==> config.mk <==
export PLATFORM = sky130hd
export DESIGN_NAME = io_bridge
export DESIGN_NICKNAME = d
export VERILOG_FILES = /design/src/rtl/io_bridge_pkg.sv /design/src/rtl/io_tx_fifo.sv /design/src/rtl/io_bridge.sv
export SDC_FILE = /design/constraint.sdc
export NUM_CORES = 1
export LEC_CHECK = 0
export BUFFER_PORTS_ARGS = -buffer_cell sky130_fd_sc_hd__buf_2
export CAP_MARGIN = 30
export CORE_MARGIN = 3
export CORE_UTILIZATION = 60
export CTS_CLUSTER_SIZE = 24
export DETAILED_ROUTE_END_ITERATION = 7
export PLACE_DENSITY = 0.8
export SYNTH_ARGS = -nofsm -noshare
export SYNTH_HDL_FRONTEND = slang
export SYNTH_SLANG_ARGS = --single-unit
export TNS_END_PERCENT = 5
==> constraint.sdc <==
create_clock -name clk_in -period 3.17 [get_ports clk_in]
set_input_delay 0.317 -clock clk_in [delete_from_list [all_inputs] [get_ports clk_in]]
set_output_delay 0.317 -clock clk_in [all_outputs]
set_load 0.02 [all_outputs]
==> src/rtl/io_bridge_pkg.sv <==
// io_bridge_pkg: shared decode constants and FSM encoding for the I/O bridge.
//   IO_BASE_SEL : mem_a[17:16] value that selects the I/O window
//   IO_PORT     : byte offset of the UART data port
//   IO_CLK      : byte offset of the stop / cycle-counter port
package io_bridge_pkg;
  localparam logic [1:0] IO_BASE_SEL = 2'b11;
  localparam logic [2:0] IO_PORT     = 3'd0;
  localparam logic [2:0] IO_CLK      = 3'd4;

  typedef enum logic [1:0] {
    IOB_RUN      = 2'd0,
    IOB_STOPPING = 2'd1,
    IOB_DONE     = 2'd2
  } iob_state_e;
endpackage

==> src/rtl/io_tx_fifo.sv <==
// io_tx_fifo: synchronous circular-buffer FIFO for UART TX bytes.
//   clk_in/rst_in : clock, async active-low reset (empties the FIFO)
//   i_push/i_din  : push request and byte
//   i_pop         : pop request (ignored when empty)
//   o_dout        : head byte, 0 when empty
//   o_count       : occupancy, AW+1 bits
//   o_full/o_empty: status flags
//   o_drop        : push request that could not be accepted this cycle
module io_tx_fifo #(
  parameter int AW = 4
) (
  input  logic        clk_in,
  input  logic        rst_in,
  input  logic        i_push,
  input  logic [7:0]  i_din,
  input  logic        i_pop,
  output logic [7:0]  o_dout,
  output logic [AW:0] o_count,
  output logic        o_full,
  output logic        o_empty,
  output logic        o_drop
);
  localparam logic [AW:0] DEPTH_V = {1'b1, {AW{1'b0}}};

  logic [7:0]    r_mem [1<<AW];
  logic [AW-1:0] r_wr, r_rd;
  logic [AW:0]   r_count;
  logic          w_pop, w_push_ok;

  assign o_count = r_count;
  assign o_full  = (r_count == DEPTH_V);
  assign o_empty = (r_count == '0);
  assign w_pop   = i_pop && !o_empty;
  // A pop in the same cycle frees the slot the push needs, so a full FIFO
  // can still take the byte.
  assign w_push_ok = i_push && (!o_full || w_pop);
  assign o_drop    = i_push && !w_push_ok;
  assign o_dout    = o_empty ? 8'h00 : r_mem[r_rd];

  // Storage is not reset; occupancy alone defines what is valid.
  always_ff @(posedge clk_in) begin
    if (w_push_ok) r_mem[r_wr] <= i_din;
  end

  always_ff @(posedge clk_in or negedge rst_in) begin
    if (!rst_in) begin
      r_wr    <= '0;
      r_rd    <= '0;
      r_count <= '0;
    end else begin
      if (w_push_ok) r_wr <= r_wr + 1'b1;
      if (w_pop)     r_rd <= r_rd + 1'b1;
      case ({w_push_ok, w_pop})
        2'b10:   r_count <= r_count + 1'b1;
        2'b01:   r_count <= r_count - 1'b1;
        default: r_count <= r_count;
      endcase
    end
  end
endmodule

==> src/rtl/io_bridge.sv <==
// io_bridge: memory-mapped I/O next to the core's RAM (mem_a[17:16]==2'b11).
//   clk_in, rst_in (async active-low), rdy_in (bus enable)
//   mem_a/mem_dout/mem_wr : core bus
//   io_din/io_sel         : registered read data and its mux select
//   io_buffer_full        : TX FIFO near-full back-pressure
//   rx_valid/rx_data/rx_ack : UART RX byte handshake
//   tx_valid/tx_data/tx_ready : UART TX FIFO head
//   program_done, overflow_err : sticky status
import io_bridge_pkg::*;

module io_bridge #(
  parameter int FIFO_AW     = 4,
  parameter int FULL_MARGIN = 2
) (
  input  logic        clk_in,
  input  logic        rst_in,
  input  logic        rdy_in,
  input  logic [31:0] mem_a,
  input  logic [7:0]  mem_dout,
  input  logic        mem_wr,
  output logic [7:0]  io_din,
  output logic        io_sel,
  output logic        io_buffer_full,
  input  logic        rx_valid,
  input  logic [7:0]  rx_data,
  output logic        rx_ack,
  output logic        tx_valid,
  output logic [7:0]  tx_data,
  input  logic        tx_ready,
  output logic        program_done,
  output logic        overflow_err
);
  localparam logic [FIFO_AW:0] DEPTH_V  = {1'b1, {FIFO_AW{1'b0}}};
  localparam logic [FIFO_AW:0] MARGIN_V = FULL_MARGIN[FIFO_AW:0];

  iob_state_e r_state, w_state_nxt;
  logic [31:0] r_cnt, r_snap;
  logic [7:0]  r_din, w_rd_data, w_push_data;
  logic        r_sel, r_ovf;
  logic        w_acc, w_rd, w_wr, w_push, w_stop, w_drop, w_empty, w_full;
  logic [2:0]  w_off;
  logic [FIFO_AW:0] w_count, w_free;
  logic        w_unused;

  assign w_unused = &{1'b0, mem_a[31:18], mem_a[15:3], w_full};

  assign w_acc = rdy_in && (mem_a[17:16] == IO_BASE_SEL);
  assign w_off = mem_a[2:0];
  assign w_rd  = w_acc && !mem_wr;
  // Once the stop port has been hit, no write may enter the FIFO.
  assign w_wr  = w_acc && mem_wr && (r_state == IOB_RUN);

  // A data-port write of 0 is a no-op; the stop port queues the 0 terminator.
  assign w_push = w_wr && (((w_off == IO_PORT) && (mem_dout != 8'h00)) || (w_off == IO_CLK));
  assign w_push_data = (w_off == IO_CLK) ? 8'h00 : mem_dout;
  assign w_stop = w_wr && (w_off == IO_CLK);

  assign rx_ack = w_rd && (w_off == IO_PORT) && rx_valid;

  // Offset 4 returns the live count and snapshots it; 5..7 come from the
  // snapshot so a dword read sees one consistent value.
  always_comb begin
    w_rd_data = 8'h00;
    case (w_off)
      IO_PORT: w_rd_data = rx_valid ? rx_data : 8'h00;
      IO_CLK:  w_rd_data = r_cnt[7:0];
      3'd5:    w_rd_data = r_snap[15:8];
      3'd6:    w_rd_data = r_snap[23:16];
      3'd7:    w_rd_data = r_snap[31:24];
      default: w_rd_data = 8'h00;
    endcase
  end

  io_tx_fifo #(.AW(FIFO_AW)) u_fifo (
    .clk_in  (clk_in),
    .rst_in  (rst_in),
    .i_push  (w_push),
    .i_din   (w_push_data),
    .i_pop   (tx_ready),
    .o_dout  (tx_data),
    .o_count (w_count),
    .o_full  (w_full),
    .o_empty (w_empty),
    .o_drop  (w_drop)
  );

  assign tx_valid       = !w_empty;
  assign w_free         = DEPTH_V - w_count;
  assign io_buffer_full = (w_free <= MARGIN_V);

  always_ff @(posedge clk_in or negedge rst_in) begin
    if (!rst_in) begin
      r_cnt  <= '0;
      r_snap <= '0;
      r_din  <= '0;
      r_sel  <= 1'b0;
      r_ovf  <= 1'b0;
    end else begin
      if (rdy_in) begin
        r_cnt <= r_cnt + 32'd1;
        r_sel <= w_rd;
        if (w_rd) r_din <= w_rd_data;
        if (w_rd && (w_off == IO_CLK)) r_snap <= r_cnt;
      end
      if (w_drop) r_ovf <= 1'b1;
    end
  end

  assign io_din       = r_din;
  assign io_sel       = r_sel;
  assign overflow_err = r_ovf;

  always_ff @(posedge clk_in or negedge rst_in) begin
    if (!rst_in) r_state <= IOB_RUN;
    else         r_state <= w_state_nxt;
  end

  // An empty FIFO cannot pop, so !tx_valid covers "empty and no pop".
  always_comb begin
    w_state_nxt = r_state;
    case (r_state)
      IOB_RUN:      if (w_stop) w_state_nxt = IOB_STOPPING;
      IOB_STOPPING: if (!tx_valid) w_state_nxt = IOB_DONE;
      IOB_DONE:     w_state_nxt = IOB_DONE;
      default:      w_state_nxt = IOB_RUN;
    endcase
  end

  assign program_done = (r_state == IOB_DONE);
endmodule

==> results.ini <==
[synthesis]
ys_types = 50
netlist_instances = 596
ys_ff_latch = 209
ys_async_sr_fraction = 0.388
syn_area_per_cell_um2 = 15.3
yosys_most_used_dff = edfxtp_1
syn_nets = 668
synth_edf_count = 128
yosysTopAreaCell = edfxtp_1
synth_warnings = 0
yosysSeqAreaShare = 0.643
netlist.area_leader.share = 0.421
synth_area_mm2 = 0.00914
synthTopCellsByArea = edfxtp_1 (42%), dfrtp_1 (22%), mux4_2 (8.1%), mux2_2 (4.1%), xnor2_1 (3.1%)

[setup_path]
critPathLaunchType = flip-flop
end_kind = flip-flop
crit_fanout = 8
timing.rr.end = u_fifo.r_mem[10][1]
worst_ep_arrival_time_ns = 3.17
rrSetupSlack_ns = 0.14
cp.required_ns = 3.31
reg2reg_depth = 9
worstReg2RegStart = u_fifo.o_count[0]
critPathKind = flip-flop to flip-flop
path_cells = inv_1 -> ha_1 -> nor3b_2 -> ha_1 -> nand2b_1 -> nand2_1 -> or3b_1 -> nor3b_2 -> and2_1
cp_slowest_cell = or3b_1
critical-path-max-stage-delay_ns = 0.50

[cells_and_area]
final_common_cell = edfxtp_1
utilization = 0.705
final_cell_mix = edfxtp_1 (128), dfrtp_1 (80), nand2_1 (47), buf_2 (47)
diodes = 0
final.fill_count = 953
final_cells = 853
layout-drive-gt1-share = 0.278
fin_nets = 727
finish.instance_area_mm2 = 0.0104
syn_to_final_growth_pct = 13.4

[sta]
finalCritPeriodShare = 0.957
worst_slew_pin_slew_ns = 1.02
skew_ns = 0.00843
max_freq_ghz = 0.330
fin_crit_ns = 3.03
slew_headroom = 0.318
hold_violations = 0
finalSetupViolCount = 0
whs_ns = 0.107
drv_slew = 0

[drt]
first_pass_iters = 4
drtIter0Drc = 321
post_drt_wl_per_cell_um = 20.5
dr_total_vias = 5215
drc = 0
vias_per_cell = 6.11
ant_nets = 0
drt_wl_total_um = 17500

[grt]
grt_pass1_vias = 5334
grt_use_total = 0.215
globalRouteOverflowTotal = 0
grt_pass1_wl_um = 27700
antenna_found_initial = 0
grt_max_degree = 82

[min_path]
hold_class = input port to flip-flop
hp-start = rdy_in
hold_end = r_cnt[0]
min_path_cells = 2

[power_and_ir_drop]
p_seq_frac = 0.426
powerDensity_mw_per_mm2 = 753
p_int_mw = 5.55
p_clk_frac = 0.324
power.switching_mw = 2.24
swShare = 0.288
vdd_ir_drop_max_v = 0.000553
leakage_nw = 4.13
pwr-share-comb = 0.250

[clock_tree]
cts_made_buffers = 21
clock-sinks = 209
cts-root-buf = clkbuf_16
post_cts_buffers = 0
cts_tree = yes
h-tree-depth = 1
cts_max_path_buffers = 3
clkLatencyLatePin_ns = 0.49
clk_pin_slew_ns = 0.06

[floorplanning]
num_rows = 44
die_y_um = 129
start_util = 0.622
chipWidth_um = 129
io_pins = 76
core_mm2 = 0.0147
dieArea_mm2 = 0.0167

[placed_design]
dp.cells = 813
placed_area_mm2 = 0.00959
place_congestion = 0.894
portBuffers = 48
hpwl_um = 11700

[run]
cap_viol_max_count = 0

[status]
status = completed

==> Yosys cell counts (all sizes together) (2+ instances only) <==
cell      n
xnor2    32
dfrtp    81
and2     17
nand2b    3
nand3    20
and3      8
nand4     7
ha       17
clkbuf   13
mux2     37
nand2    47
edfxtp  128
or4       2
inv      12
nor4      3
nor2     13
buf      14
xor2     10
mux2i    16
o22ai     9
nor3b     3
and4      3
mux4     33
nor2b    10
a21oi    10
o21ai    19
a31oi    14
or2       2
a21o      2
==> cells by family (layout without fill, tap and decap cells) <==
logic type	count (synthesis)	after routing	share of synthesized area
DFF	209	209	0.643
muxes	86	86	0.146
adders and majority gates	18	18	0.0255
xor gates and xnor gates	42	42	0.0403
buffers and inverters	40	113	0.0186
and+or+nand+nor	144	144	0.0901
AOI/OAI and AO/OA	57	57	0.0373
==> critical path: cells and delay by family (launching register included) <==
family / cells / cell delay, ns
flip-flops: 1 / 0.42
adder cells (fa/ha/maj): 2 / 0.47
AND/OR/NAND/NOR: 6 / 1.68
buffers and inverters: 1 / 0.11
==> how the worst max path moves through the flow <==
stage,to,from,slack [ns]
floorplan,u_fifo.r_mem[11][0],u_fifo.o_count[0],0.41
global placement,u_fifo.r_mem[4][3],u_fifo.o_count[0],0.23
detailed placement,u_fifo.r_mem[4][4],u_fifo.o_count[0],0.13
CTS,u_fifo.r_mem[5][0],u_fifo.o_count[0],0.1
global route,u_fifo.r_mem[9][3],u_fifo.o_count[0],-0.02
finish,u_fifo.r_mem[10][1],u_fifo.o_count[0],0.14
==> power groups by stage <==
| stage | combinational (mW) | sequential, mW | clock [mW] |
|---|---|---|---|
| floorplan | 1.53 | 3.23 | 0 |
| global placement | 1.88 | 3.36 | 0 |
| detailed placement | 1.95 | 3.38 | 0 |
| CTS | 1.97 | 3.33 | 2.56 |
| global route | 2.11 | 3.35 | 2.67 |
| finish | 1.95 | 3.32 | 2.53 |
==> cell type report <==
type	count	area (um2)	share of cell area
clock buffer	22	529	0.0511
tap	184	230	0.0222
multi-input combinational	347	3110	0.300
sequential	209	5870	0.567
inverter	13	48.8	0.00471
timing repair buffer	63	390	0.0377
clock inverter	15	178	0.0172
==> metal layers <==
layer,share of wire,GRT usage
met3,0.051,0.0367
met1,0.40,0.266
met5,0,0
met2,0.52,0.388
met4,0.024,0.0642
==> sequential cells by signal, summed over array words and instances (netlist names) <==
register and cells:
u_fifo.r_rd 4, u_fifo.o_count 5, u_fifo.r_mem 128, overflow_err 1
u_fifo.r_wr 4, io_din 8, r_state 2, io_sel 1
r_cnt 32, r_snap 24
==> what timing repair did <==
item / CTS / global route
hold buffers: 0 / 1
setup endpoints to repair: 0 / 33
hold endpoints to repair: 0 / 81
resized for setup: 0 / 6
==> stage by stage <==
step	power [mW]	worst slack [ns]	TNS (ns)
floorplan	4.76	0.408	0
detailed placement	5.33	0.130	0
CTS	7.86	0.0970	0
global route	8.14	-0.0151	-0.170
finish	7.80	0.136	0
global placement	5.24	0.230	0
Note: power is estimated with default switching activity, not from simulation.
